--- src/rtl/md_pkg.sv ---
// ---------------------------------------------------------------------------
// md_pkg
// Shared definitions for the multiply/divide unit: md_op encodings, the
// controller state enum, divider geometry and small sign helpers.
// ---------------------------------------------------------------------------
package md_pkg;

    localparam int XLEN      = 32;
    localparam int DIV_ITERS = 32;   // one quotient bit per iteration

    typedef enum logic [2:0] {
        MD_MULT  = 3'b000,
        MD_MULTU = 3'b001,
        MD_DIV   = 3'b010,
        MD_DIVU  = 3'b011,
        MD_MTHI  = 3'b100,
        MD_MTLO  = 3'b101
    } md_op_e;

    typedef enum logic [1:0] {
        S_IDLE,
        S_MUL,
        S_DIV,
        S_FIX
    } state_e;

    // Magnitude of a value that is negative only when it is a signed operand.
    function automatic logic [XLEN-1:0] to_mag(input logic [XLEN-1:0] v,
                                               input logic          is_signed);
        return (is_signed && v[XLEN-1]) ? (~v + 1'b1) : v;
    endfunction

    // Two's-complement negate when neg is set.
    function automatic logic [XLEN-1:0] cond_neg(input logic [XLEN-1:0] v,
                                                 input logic            neg);
        return neg ? (~v + 1'b1) : v;
    endfunction

endpackage

--- src/rtl/md_divider.sv ---
// ---------------------------------------------------------------------------
// md_divider
// Unsigned 32/32 restoring divider, one quotient bit per clock.
// A load pulse captures the operands; 32 cycles later done rises and the
// quotient/remainder stay stable until the next load.
//
// Ports
//   clk        in   clock
//   reset      in   synchronous active-high reset
//   load       in   capture dividend/divisor and start iterating
//   dividend   in   32-bit unsigned dividend
//   divisor    in   32-bit unsigned divisor
//   done       out  result valid (held until next load)
//   quotient   out  32-bit quotient
//   remainder  out  32-bit remainder
// ---------------------------------------------------------------------------
module md_divider
    import md_pkg::*;
(
    input  logic            clk,
    input  logic            reset,
    input  logic            load,
    input  logic [XLEN-1:0] dividend,
    input  logic [XLEN-1:0] divisor,
    output logic            done,
    output logic [XLEN-1:0] quotient,
    output logic [XLEN-1:0] remainder
);

    localparam int CNT_W = $clog2(DIV_ITERS + 1);
    localparam logic [CNT_W-1:0] ITERS = CNT_W'(DIV_ITERS);

    logic [XLEN-1:0]  rem_q, rem_d;
    logic [XLEN-1:0]  quo_q, quo_d;     // dividend bits shift out, quotient bits shift in
    logic [XLEN-1:0]  dvs_q;
    logic [CNT_W-1:0] cnt_q;            // iterations still to run
    logic             done_q;

    logic [XLEN:0]    shifted;          // 33-bit partial remainder
    logic [XLEN:0]    diff;
    logic             fits;

    // NOTE: every signal written in always_comb gets a value on every path,
    // otherwise synthesis infers a latch.
    always_comb begin
        shifted = {rem_q, quo_q[XLEN-1]};
        diff    = shifted - {1'b0, dvs_q};
        // diff is non-negative (bit 32 clear) exactly when the divisor fits.
        fits    = ~diff[XLEN];
        rem_d   = fits ? diff[XLEN-1:0] : shifted[XLEN-1:0];
        quo_d   = {quo_q[XLEN-2:0], fits};
    end

    // NOTE: clocked state uses non-blocking assignments so every register
    // samples the pre-edge values of the others.
    always_ff @(posedge clk) begin
        if (reset) begin
            rem_q  <= '0;
            quo_q  <= '0;
            dvs_q  <= '0;
            cnt_q  <= '0;
            done_q <= 1'b0;
        end else if (load) begin
            rem_q  <= '0;
            quo_q  <= dividend;
            dvs_q  <= divisor;
            cnt_q  <= ITERS;
            done_q <= 1'b0;
        end else if (cnt_q != '0) begin
            rem_q  <= rem_d;
            quo_q  <= quo_d;
            cnt_q  <= cnt_q - 1'b1;
            done_q <= (cnt_q == CNT_W'(1));
        end
    end

    assign done      = done_q;
    assign quotient  = quo_q;
    assign remainder = rem_q;

endmodule

--- src/rtl/md_unit.sv ---
// ---------------------------------------------------------------------------
// md_unit
// Multi-cycle multiply/divide unit with HI/LO result registers.
// MULT/MULTU: product computed at acceptance, written to {hi,lo} after
// MULT_LAT busy cycles. DIV/DIVU: 32-cycle unsigned divider on magnitudes
// plus one sign-fix cycle (33 busy cycles). MTHI/MTLO write in one cycle
// without raising busy. Division by zero leaves HI/LO untouched.
//
// Ports
//   clk    in   clock
//   reset  in   synchronous active-high reset
//   start  in   issue md_op (ignored while busy)
//   md_op  in   3-bit operation code (see md_pkg::md_op_e)
//   rs     in   operand A / dividend / MTHI-MTLO source
//   rt     in   operand B / divisor
//   busy   out  operation in flight
//   hi     out  HI register (product high / remainder)
//   lo     out  LO register (product low / quotient)
// ---------------------------------------------------------------------------
module md_unit
    import md_pkg::*;
#(
    parameter int MULT_LAT = 5
) (
    input  logic            clk,
    input  logic            reset,
    input  logic            start,
    input  logic [2:0]      md_op,
    input  logic [XLEN-1:0] rs,
    input  logic [XLEN-1:0] rt,
    output logic            busy,
    output logic [XLEN-1:0] hi,
    output logic [XLEN-1:0] lo
);

    localparam int CNT_W = $clog2((MULT_LAT > 33) ? MULT_LAT : 33);
    localparam logic [CNT_W-1:0] MUL_LAST = CNT_W'(MULT_LAT - 1);
    localparam logic [CNT_W-1:0] DIV_LAST = CNT_W'(DIV_ITERS - 1);

    state_e             state_q;
    logic [CNT_W-1:0]   cnt_q;
    logic               busy_q;
    logic [XLEN-1:0]    hi_q, lo_q;
    logic [2*XLEN-1:0]  prod_q, prod_d;
    logic               neg_quo_q, neg_rem_q, div_zero_q;

    logic               accept;
    logic               is_signed;
    logic               is_div_op;
    logic [2*XLEN-1:0]  opa_ext, opb_ext;
    logic [XLEN-1:0]    mag_a, mag_b;

    logic               div_done;
    logic [XLEN-1:0]    div_quo, div_rem;
    logic [XLEN-1:0]    quo_fixed, rem_fixed;

    always_comb begin
        accept    = start && (state_q == S_IDLE);
        // MULTU/DIVU have bit 0 set; MULT/DIV are the signed forms.
        is_signed = ~md_op[0];
        is_div_op = (md_op == MD_DIV) || (md_op == MD_DIVU);

        // Sign/zero extension to 64 bits makes one truncated 64x64 product
        // correct for both signed and unsigned operands.
        opa_ext   = {{XLEN{is_signed & rs[XLEN-1]}}, rs};
        opb_ext   = {{XLEN{is_signed & rt[XLEN-1]}}, rt};
        prod_d    = opa_ext * opb_ext;

        mag_a     = to_mag(rs, is_signed);
        mag_b     = to_mag(rt, is_signed);

        quo_fixed = cond_neg(div_quo, neg_quo_q);
        rem_fixed = cond_neg(div_rem, neg_rem_q);
    end

    md_divider u_divider (
        .clk       (clk),
        .reset     (reset),
        .load      (accept && is_div_op),
        .dividend  (mag_a),
        .divisor   (mag_b),
        .done      (div_done),
        .quotient  (div_quo),
        .remainder (div_rem)
    );

    always_ff @(posedge clk) begin
        if (reset) begin
            state_q    <= S_IDLE;
            cnt_q      <= '0;
            busy_q     <= 1'b0;
            hi_q       <= '0;
            lo_q       <= '0;
            prod_q     <= '0;
            neg_quo_q  <= 1'b0;
            neg_rem_q  <= 1'b0;
            div_zero_q <= 1'b0;
        end else begin
            case (state_q)
                S_IDLE: begin
                    if (accept) begin
                        case (md_op)
                            MD_MULT, MD_MULTU: begin
                                prod_q  <= prod_d;
                                cnt_q   <= MUL_LAST;
                                busy_q  <= 1'b1;
                                state_q <= S_MUL;
                            end
                            MD_DIV, MD_DIVU: begin
                                // Quotient is negative when the signs differ;
                                // the remainder follows the dividend.
                                neg_quo_q  <= is_signed && (rs[XLEN-1] ^ rt[XLEN-1]);
                                neg_rem_q  <= is_signed && rs[XLEN-1];
                                div_zero_q <= (rt == '0);
                                cnt_q      <= DIV_LAST;
                                busy_q     <= 1'b1;
                                state_q    <= S_DIV;
                            end
                            MD_MTHI: hi_q <= rs;
                            MD_MTLO: lo_q <= rs;
                            default: ;
                        endcase
                    end
                end
                S_MUL: begin
                    if (cnt_q == '0) begin
                        {hi_q, lo_q} <= prod_q;
                        busy_q       <= 1'b0;
                        state_q      <= S_IDLE;
                    end else begin
                        cnt_q <= cnt_q - 1'b1;
                    end
                end
                S_DIV: begin
                    if (cnt_q == '0) begin
                        state_q <= S_FIX;
                    end else begin
                        cnt_q <= cnt_q - 1'b1;
                    end
                end
                S_FIX: begin
                    if (!div_zero_q && div_done) begin
                        hi_q <= rem_fixed;
                        lo_q <= quo_fixed;
                    end
                    busy_q  <= 1'b0;
                    state_q <= S_IDLE;
                end
                default: begin
                    busy_q  <= 1'b0;
                    state_q <= S_IDLE;
                end
            endcase
        end
    end

    assign busy = busy_q;
    assign hi   = hi_q;
    assign lo   = lo_q;

endmodule

--- config.mk ---
export PLATFORM = sky130hd
export DESIGN_NAME = md_unit
export DESIGN_NICKNAME = d
export VERILOG_FILES = /design/src/rtl/md_pkg.sv /design/src/rtl/md_divider.sv /design/src/rtl/md_unit.sv
export SDC_FILE = /design/constraint.sdc
export NUM_CORES = 2
export LEC_CHECK = 0
export CAP_MARGIN = 20
export CELL_PAD_IN_SITES_DETAIL_PLACEMENT = 0
export CELL_PAD_IN_SITES_GLOBAL_PLACEMENT = 2
export CORE_MARGIN = 2
export CORE_UTILIZATION = 30
export CTS_CLUSTER_SIZE = 40
export DETAILED_ROUTE_END_ITERATION = 16
export HOLD_SLACK_MARGIN = 0.08
export PLACE_DENSITY = 0.75
export SLEW_MARGIN = 20
export SYNTH_ARGS = -nofsm -noshare
export SYNTH_HDL_FRONTEND = slang
export SYNTH_SLANG_ARGS = --single-unit
--- constraint.sdc ---
create_clock -name clk -period 11.7 [get_ports clk]
set_clock_uncertainty 0.15 [all_clocks]
set_input_delay 2.34 -clock clk [delete_from_list [all_inputs] [get_ports clk]]
set_output_delay 2.34 -clock clk [all_outputs]
set_load 0.03 [all_outputs]
* After elaboration in Yosys (flattened, before gate mapping)
Cells that the tools add are included.
** Word-level totals
- Register bits :: 243
- Output and inout bits :: 65
- Logic and storage cells :: 110
- Input port bits :: 70
** Cells by class
- Multiply operators :: 1
- $add $sub $neg :: 7
- Equal/unequal tests :: 18
- Bitwise operators :: 9
- Muxes and demuxes :: 32
- Reduce and logical (&&, ||, !) cells :: 28
** Operator list (count)
- $mux W32 :: 15
- $pmux W32 S3 :: 2
- $add A32 B1 Y32 const B :: 4
- $not A32 Y32 :: 4
- $mul A33 B33 Y64 :: 1
- $sub A33 B32 Y33 :: 1
- $logic_not A32 Y1 :: 1
- $mux W6 :: 4
- $pmux W6 S2 :: 2
- $ne A2 B2 Y1 const B :: 6
- $reduce_and A4 Y1 :: 3
- $sub A6 B1 Y6 const B :: 2
- $reduce_and A5 Y1 :: 2
- $pmux W2 S4 :: 1
- $reduce_or A2 Y1 :: 4
- $eq A3 B2 Y1 const B :: 2
- $eq A3 B3 Y1 const B :: 2
- $eq A6 B1 Y1 const B :: 1
- $logic_and A1 B1 Y1 :: 6
- $logic_not A6 Y1 :: 1
- $mux W2 :: 3
- $reduce_and A3 Y1 :: 2
- $reduce_bool A6 Y1 :: 1
- $eq A2 B2 Y1 const B :: 2
- other kinds (17) :: 23

* Logic depth before layout (Yosys ltp)
- Depth in word-level cells :: 5
- Gate-level depth with buffers :: 31
- Depth with buffers taken out :: 27

* Modules after synthesis
A second synthesis with hierarchy kept.
** Unflattened totals
- Cells, all modules :: 6072
- Area, all modules :: 52357.7 sq um
** By module, submodules not included
- md_unit :: sequential area each 2802.7 sq um, area each 46373.2 sq um, cells an instance 5309, times used 1
- md_divider :: sequential area each 2062.0 sq um, area each 5984.5 sq um, cells an instance 763, times used 1

* Worst setup path after synthesis
No wires, ideal clock.
- Path type :: input to register
- From :: input rs[31]
- To :: register prod_q[63]
- Stages on the path :: 30
- Path buffers :: 4
- Data arrival time :: 10481 ps
- Setup time :: 64 ps
- Data required time :: 11486 ps
- Setup slack :: 1005 ps
- Cell sequence :: clkbuf_1 -> nor2b_1 -> clkbuf_1 -> clkbuf_1 -> nand2_1 -> inv_1 -> fa_1 -> inv_1 -> fa_1 -> inv_1 -> fa_1 -> inv_1 -> fa_1 -> fa_1 -> inv_1 -> fa_1 -> inv_1 -> fa_1 -> fa_1 -> inv_1 -> ha_1 -> clkbuf_1 -> and3_1 -> and3_1 -> nand2_1 -> or3_1 -> o22ai_1 -> a21oi_1 -> a221o_1 -> nor2_1
** Between the ends
- Cells in the longest elaborated chain, start to end :: 2
** Ends and longest elaborated chain
- from (decl) :: RTL line md_unit.sv:29 : input logic [XLEN-1:0] rs,
- $and A1 B1 Y1 :: RTL line md_unit.sv:65 : opa_ext = {{XLEN{is_signed & rs[XLEN-1]}}, rs};
- $mul A33 B33 Y64 (*) :: RTL line md_unit.sv:67 : prod_d = opa_ext * opb_ext;
- to (signal assigned) :: RTL line md_unit.sv:104 : prod_q <= prod_d;
- to (decl) :: RTL line md_unit.sv:44 : logic [2*XLEN-1:0] prod_q, prod_d;
Mark *: on every way between the ends. The rest lies on a longest branch, timed or not.
A chain may end at the register's enable or synchronous reset.

* Worst setup path after layout
- From :: input rt[2]
- To :: register prod_q[34]
** Between the ends
- Cells in the longest elaborated chain, start to end :: 1
** Ends and longest elaborated chain
- from (decl) :: RTL line md_unit.sv:30 : input logic [XLEN-1:0] rt,
- $mul A33 B33 Y64 :: RTL line md_unit.sv:67
No other way between the ends.

==> flow_summary.toml <==
[status]
status = "complete, no violations"

[routing]
drt-initial-drc-count = 2389
vias = 41328
drtPass1Iterations = 6
route.detailed.drc = 0
via_per_inst = 4.924
ant_nets = 0
routed_wl_um = 185400
wl_per_cell_um = 22.09

[worst_setup_path]
r2r-start = "u_divider.quotient[31]$_SDFFE_PP0P_"
worst_ep_arrival_time_ns = 11.16
path_max_fanout = 21
r2r-end = "u_divider.quotient[0]$_SDFFE_PP0P_"
timing_worst_setup_path_type = "input pin to flop"
regToRegSetupSlack_ns = 7.34
end_kind = "flop"
setup.worst_path.start_class = "input pin"
required_ns = 11.99
reg2reg_depth = 13

[sta]
setup_tns_ns = 0
rsz0062_at_grt = "no"
min_period_ns = 10.87
finalHoldViolCount = 0
maxSlewHeadroom_pct = 29.06
fmaxAchievable_mhz = 91.99
setup_violations = 0
worstMarginPinSlew_ns = 1.064
min_period_over_period_pct = 92.91
slew_violations = 0

[layout]
fin_nets = 7493
area_growth_pct = 8.881
drive_gt1_share_pct = 4.817

[synthesis]
ys_top_cells_by_area = "fa_1, dfxtp_1, inv_1"
synth_area_per_cell_um2 = 8.589
ys.flop_type = "dfxtp_1"
ys_ff_latch = 243
yosysSeqAreaShare_pct = 9.228
yosysTopAreaCell = "fa_1"
synth_top_area_share_pct = 42.76
synth_cell_type_count = 85
synth.top_cells.by_count = "inv_1, fa_1, nand2_1"
synth_edf_count = 0
synth_mux_area_share_pct = 0.5933
synthCells = 6138
synth-xor-area-share_pct = 3.356
synth_top_family_by_area = "adder cells"
yosysMostFrequentCell = "inv_1"
yosys_warnings = 0
async_reset_ff_share_pct = 0
synthAdderAreaFrac_pct = 48.86
synth_area_um2 = 52720
syn-num-nets = 7591
synth_compound_area_share_pct = 9.880
synth_simple_gate_area_share_pct = 16.40

[floorplanning]
ios = 135
coreArea_um2 = 174200
die_w_um = 423.2
start_util_pct = 30.26
die_area_um2 = 179100
die_y_um = 423.2
rows = 153

[hold_path]
hold_class = "flop to flop"
hold_end = "prod_q[39]$_SDFFE_PP0P_"
holdPathStages = 2
min_from = "prod_q[39]$_SDFFE_PP0P_"

[place]
place_hpwl_um = 149400
gp_congestion = 0.8936
portBuffers = 134

[global_route]
grt_pass1_vias = 43767
grt_pass1_wl_um = 282400
grt_max_degree = 94
antenna_found_initial = 7
grt-ovfl-total = 0
grt_use_total_pct = 20.71

[clock_network]
cts_sinks = 243
cts.path.max_buffers = 3
clk_latency_ns = 0.57
cts_buffers = 28
cts_hold_buf = 0
clk_pin_slew_worst_paths_ns = 0.06
ctsResizeCount = 0
cts_max_level = 1
cts_root_buf = "clkbuf_16"
cts_tree = "done"
post_cts_buffers = 0

[flow_run]
cap_violations = 0
## placed cells by master (no fill, tap or decap), types with 11 or more instances in the layout
master,synthesis,final
o21a_1,17,17
ha_1,257,255
nor4_1,15,15
inv_1,1224,1222
o211ai_1,13,13
nand2_1,973,972
clkbuf_16,0,29
nor3_1,46,45
clkdlybuf4s50_1,0,83
a22oi_1,27,27
xnor2_1,153,153
nand4_1,26,26
a211oi_1,67,67
buf_2,4,50
mux2i_1,29,29
and2_1,376,375
or3_1,24,23
fa_1,1126,1126
a21o_1,40,40
dfxtp_1,243,243
o41ai_1,18,18
xor2_1,49,49
o21ai_0,164,164
a31oi_1,43,43
or4_1,12,12
nand2b_1,31,31
nor2_1,217,215
o31ai_1,27,27
a311oi_1,44,44
and3_1,15,14
a221oi_1,35,35
nor2b_1,13,11
buf_4,0,138
nand3_1,56,55
a21oi_1,212,210
## cell families after synthesis
group | count (synthesis)
flip-flops | 243
AO/OA/AOI/OAI | 796
adder cells (fa/ha/maj) | 1383
XOR/XNOR | 202
AND/OR/NAND/NOR | 1852
multiplexers | 31
buffers and inverters | 1631
## final cells by class
type                       count  area, um^2
clock inverter                12       160.2
clock buffer                  40       827.0
antenna                        6       15.01
timing repair buffer         279        2268
multi-input combinational   4264       41760
inverter                    1224        4594
tap                         2325        2909
sequential                   243        4865
fill                       18398      116800
## worst max-delay path, cell delays in order
cell and delay [ns]:
clkdlybuf4s50_1 0.89, buf_4 0.47, and2_1 0.18, fa_1 0.47, inv_1 0.06, fa_1 0.53
inv_1 0.05, fa_1 0.52, inv_1 0.07, fa_1 0.51, fa_1 0.52, inv_1 0.05
ha_1 0.27, inv_1 0.05, fa_1 0.48, inv_1 0.05, fa_1 0.45, ha_1 0.37
a21oi_1 0.46, o211ai_1 0.22, nand2b_1 0.13, nand3_1 0.17, o21ai_0 0.73, o21ai_0 0.33
a31oi_1 0.26, xor2_1 0.41, o21ai_0 0.13
## registers in the layout, summed over array words and instances (netlist names), 2 cells and up
signal / cells
prod_q: 64
u_divider.cnt_q: 6
lo: 32
u_divider.dvs_q: 32
u_divider.remainder: 32
hi: 32
state_q: 2
u_divider.quotient: 32
cnt_q: 6
## metal layers
metal  global-route usage (%)  vias up  routed length, um
met2                    35.70      978              90620
met5                        0        -                 13
met3                    1.440      212               6798
li1                         -    18586                  -
met1                    27.43    21550              80750
met4                    7.023        2               7226
## worst max-delay path by stage
stage / from / end / slack (ns)
2_1_floorplan: rs[31] / prod_q[63]$_SDFFE_PP0P_ / 1.01
3_3_place_gp: rt[2] / prod_q[34]$_SDFFE_PP0P_ / 0.28
3_5_place_dp: rt[2] / prod_q[34]$_SDFFE_PP0P_ / 0.27
4_1_cts: rt[2] / prod_q[34]$_SDFFE_PP0P_ / 0.86
5_1_grt: rt[2] / prod_q[34]$_SDFFE_PP0P_ / 0.50
6_report: rt[2] / prod_q[34]$_SDFFE_PP0P_ / 0.83
## metrics by stage
| step | std cells | setup WS (ns) | util (%) | instance area [um^2] | hold WS, ns |
|---|---|---|---|---|---|
| floorplan | 6138 | 1.005 | - | 52720 | 0.2819 |
| global route | 8390 | 0.5037 | 32.95 | 57390 | 0.3170 |
| finish | 8393 | 0.8291 | 32.95 | 57400 | 0.3044 |
| CTS | 8387 | 0.8599 | 32.94 | 57390 | 0.3039 |
| detailed placement | 8335 | 0.2717 | 32.37 | 56400 | 0.2959 |
| global placement | 8335 | 0.2759 | 32.37 | 56400 | 0.2901 |
Power is not shown: default switching activity piles up to over one toggle a cycle in this logic, so the estimate is an artifact.
==> edit, RTL diff (same settings) <==
The 4 states of `state_e` get a one-hot encoding in 4 bits.
--- a/src/rtl/md_pkg.sv
+++ b/src/rtl/md_pkg.sv
@@ -17,11 +17,11 @@
         MD_MTLO  = 3'b101
     } md_op_e;
 
-    typedef enum logic [1:0] {
-        S_IDLE,
-        S_MUL,
-        S_DIV,
-        S_FIX
+    typedef enum logic [3:0] {
+        S_IDLE = 4'b0001,
+        S_MUL  = 4'b0010,
+        S_DIV  = 4'b0100,
+        S_FIX  = 4'b1000
     } state_e;
 
     // Magnitude of a value that is negative only when it is a signed operand.
Formal check against the unedited RTL: same outputs for any inputs over 4 cycles, from zero or initial values and one cycle with reset high; so few cycles prove little.
==> edit against the unedited design <==
Worst setup slack improved by 0.18 ns. Sequential share of layout area increased by 0.18 points. Die area decreased by 1.1%. Cell area decreased by 1.3%. Global-route usage decreased by 0.17 points. Worst hold slack about the same. Sequential cell count increased by 2. Count of clock-buffer cells in the layout decreased by 1. Area after synthesis decreased by 1.1%. Routed wire length decreased by 3.4%. Critical path depth decreased by 1. Non-clock buffer count decreased by 14. Synthesized cell count decreased by 1.8%. Critical endpoint is now prod_q[62]$_SDFFE_PP0P_.
Power is not shown: default switching activity piles up to over one toggle a cycle in this logic, so the estimate is an artifact.
==> edit: results (changes against the unedited design) <==
\begin{tabular}{lr}
\hline
Metric & Value \\
\hline
\multicolumn{2}{l}{\textbf{Clock network}} \\
Number of buffers created by CTS & 26 (was 28) \\
Max H-tree Level & 1 (unchanged) \\
Clock latency at the later pin of the worst-skew pair & 0.59 ns (was 0.57 ns) \\
\multicolumn{2}{l}{\textbf{Setup path}} \\
Arrival time of data at the critical path endpoint & 11.06 ns (was 11.16 ns) \\
Critical path launch point & md\_op[0] (was rt[2]) \\
Depth of the worst register-to-register path & 14 (was 13) \\
Highest net fanout along the worst path & 26 (was 21) \\
\multicolumn{2}{l}{\textbf{Finish}} \\
Share of cells above drive strength 1 & 4.09\% (was 4.82\%) \\
Number of nets in the layout & 7374 (was 7493) \\
Filler instances & 18027 (was 18398) \\
\multicolumn{2}{l}{\textbf{Routing}} \\
First-pass detailed-route iteration total & 5 (was 6) \\
Initial detailed-routing violation count & 2610 (was 2389) \\
Via count normalized by instance count & 4.92 (about the same) \\
Routed WL & 179 mm (was 185 mm) \\
\multicolumn{2}{l}{\textbf{Timing}} \\
Worst hold slack across all endpoints & 0.305 ns (was 0.304 ns) \\
Relative slew slack & 23.0\% (was 29.1\%) \\
Fmax achieved & 93.5 MHz (was 92.0 MHz) \\
\multicolumn{2}{l}{\textbf{Global route}} \\
Number of global-route vias before repair & 43859 (was 43767) \\
All-Layer GR Usage & 20.5\% (was 20.7\%) \\
Maximum number of pins on one net before global-route repair & 82 (was 94) \\
\multicolumn{2}{l}{\textbf{Synth}} \\
Proportion of synthesized area in mux cells & 0.521\% (was 0.593\%) \\
Post-synthesis compound-gate area fraction & 9.33\% (was 9.88\%) \\
Post-Synth Adder-Cell Area & 49.3\% (was 48.9\%) \\
Number of library cell types mapped by synthesis & 74 (was 85) \\
Leading post-synthesis cells by cell area & fa\_1, dfxtp\_1, inv\_1, nand2\_1, ha\_1 (unchanged) \\
Synth Net Count & 7479 (was 7591) \\
Top post-synthesis cells by count & inv\_1, fa\_1, nand2\_1 (unchanged) \\
XOR/XNOR Fraction of Synth Area & 3.68\% (was 3.36\%) \\
\multicolumn{2}{l}{\textbf{Status}} \\
Outcome & complete, no violations (unchanged) \\
\multicolumn{2}{l}{\textbf{Hold path}} \\
Min-Delay Path Class & flip-flop to flip-flop (unchanged) \\
Worst hold start & u\_divider.dvs\_q[22]\$\_SDFFE\_PP0P\_ (was prod\_q[39]\$\_SDFFE\_PP0P\_) \\
Hold EP & u\_divider.dvs\_q[22]\$\_SDFFE\_PP0P\_ (was prod\_q[39]\$\_SDFFE\_PP0P\_) \\
\multicolumn{2}{l}{\textbf{Placement}} \\
Post-detailed-placement half-perimeter wirelength & 143 mm (was 149 mm) \\
Final Wtd Congestion & 0.896 (was 0.894) \\
Placement-stage cell area & 55800 um2 (was 56400 um2) \\
Worst slack, placed & 0.300 ns (was 0.272 ns) \\
\hline
\end{tabular}
## edit: cell count changes in the layout (fill, tap and decap cells not counted), sizes merged, moves of 19 or more
| cell | before | now |
|---|---|---|
| a21oi | 213 | 194 |
| nor2 | 217 | 267 |
| xnor2 | 153 | 134 |
| inv | 1224 | 1170 |
| xor2 | 49 | 82 |
| a31oi | 44 | 14 |
| buf | 196 | 171 |
## edit: worst max path at each step
| stage | end | cells after the start |
|---|---|---|
| finish | prod_q[62]$_SDFFE_PP0P_ | 26 |
| floorplan | prod_q[62]$_SDFFE_PP0P_ | 30 |
| CTS | prod_q[62]$_SDFFE_PP0P_ | 26 |
| global placement | prod_q[61]$_SDFFE_PP0P_ | 27 |
| detailed placement | prod_q[62]$_SDFFE_PP0P_ | 26 |
| global route | prod_q[62]$_SDFFE_PP0P_ | 26 |
## edit: final cells by class
cell class	instances	area, um2	area share (%)
multi-input combinational	4217	41400	73.1
sequential	245	4900	8.66
inverter	1170	4390	7.75
tap	2310	2890	5.10
timing repair buffer	265	2190	3.87
clock buffer	39	729	1.29
clock inverter	8	151	0.267
antenna	4	10.0	0.0177
## edit: cells by family (layout without fill, tap and decap cells)
group / count (synthesis) / count (layout)
other: 0 / 4
DFF: 245 / 245
AOI/OAI and AO/OA: 733 / 733
and+or+nand+nor: 1862 / 1862
xor gates and xnor gates: 216 / 216
muxes: 27 / 27
adders and majority gates: 1379 / 1379
buffers and inverters: 1568 / 1482
## edit: critical path, stage by stage
cell,delay [ns]
clkdlybuf4s50_1,0.50
nor2b_4,0.18
buf_4,0.35
nand2_1,0.15
inv_1,0.18
fa_1,0.45
fa_1,0.57
fa_2,0.52
inv_1,0.43
fa_1,0.89
inv_1,0.28
fa_1,0.56
fa_1,0.54
inv_1,0.05
fa_1,0.48
inv_1,0.05
fa_1,0.44
ha_1,0.39
o21ai_0,0.12
o21ai_0,0.10
a211oi_1,0.42
o2111ai_1,0.26
a311oi_1,0.40
xnor2_1,0.16
nand2_1,0.07
a21oi_1,0.16
## edit: metal layers
| metal | vias to the layer above | GRT usage, % | share of wire [%] |
|---|---|---|---|
| li1 | 18194 | - | - |
| met3 | 174 | 1.60 | 4.5 |
| met5 | - | 0 | 0 |
| met2 | 985 | 35.3 | 48 |
| met1 | 21244 | 28.0 | 45 |
| met4 | 0 | 5.10 | 2.7 |
## edit: per-stage QoR
stage,instances,setup TNS [ns]
after floorplan,6030,0
after global placement,8206,-0.323
after detailed placement,8207,0
after CTS,8254,0
after global routing,8256,0
final,8258,0
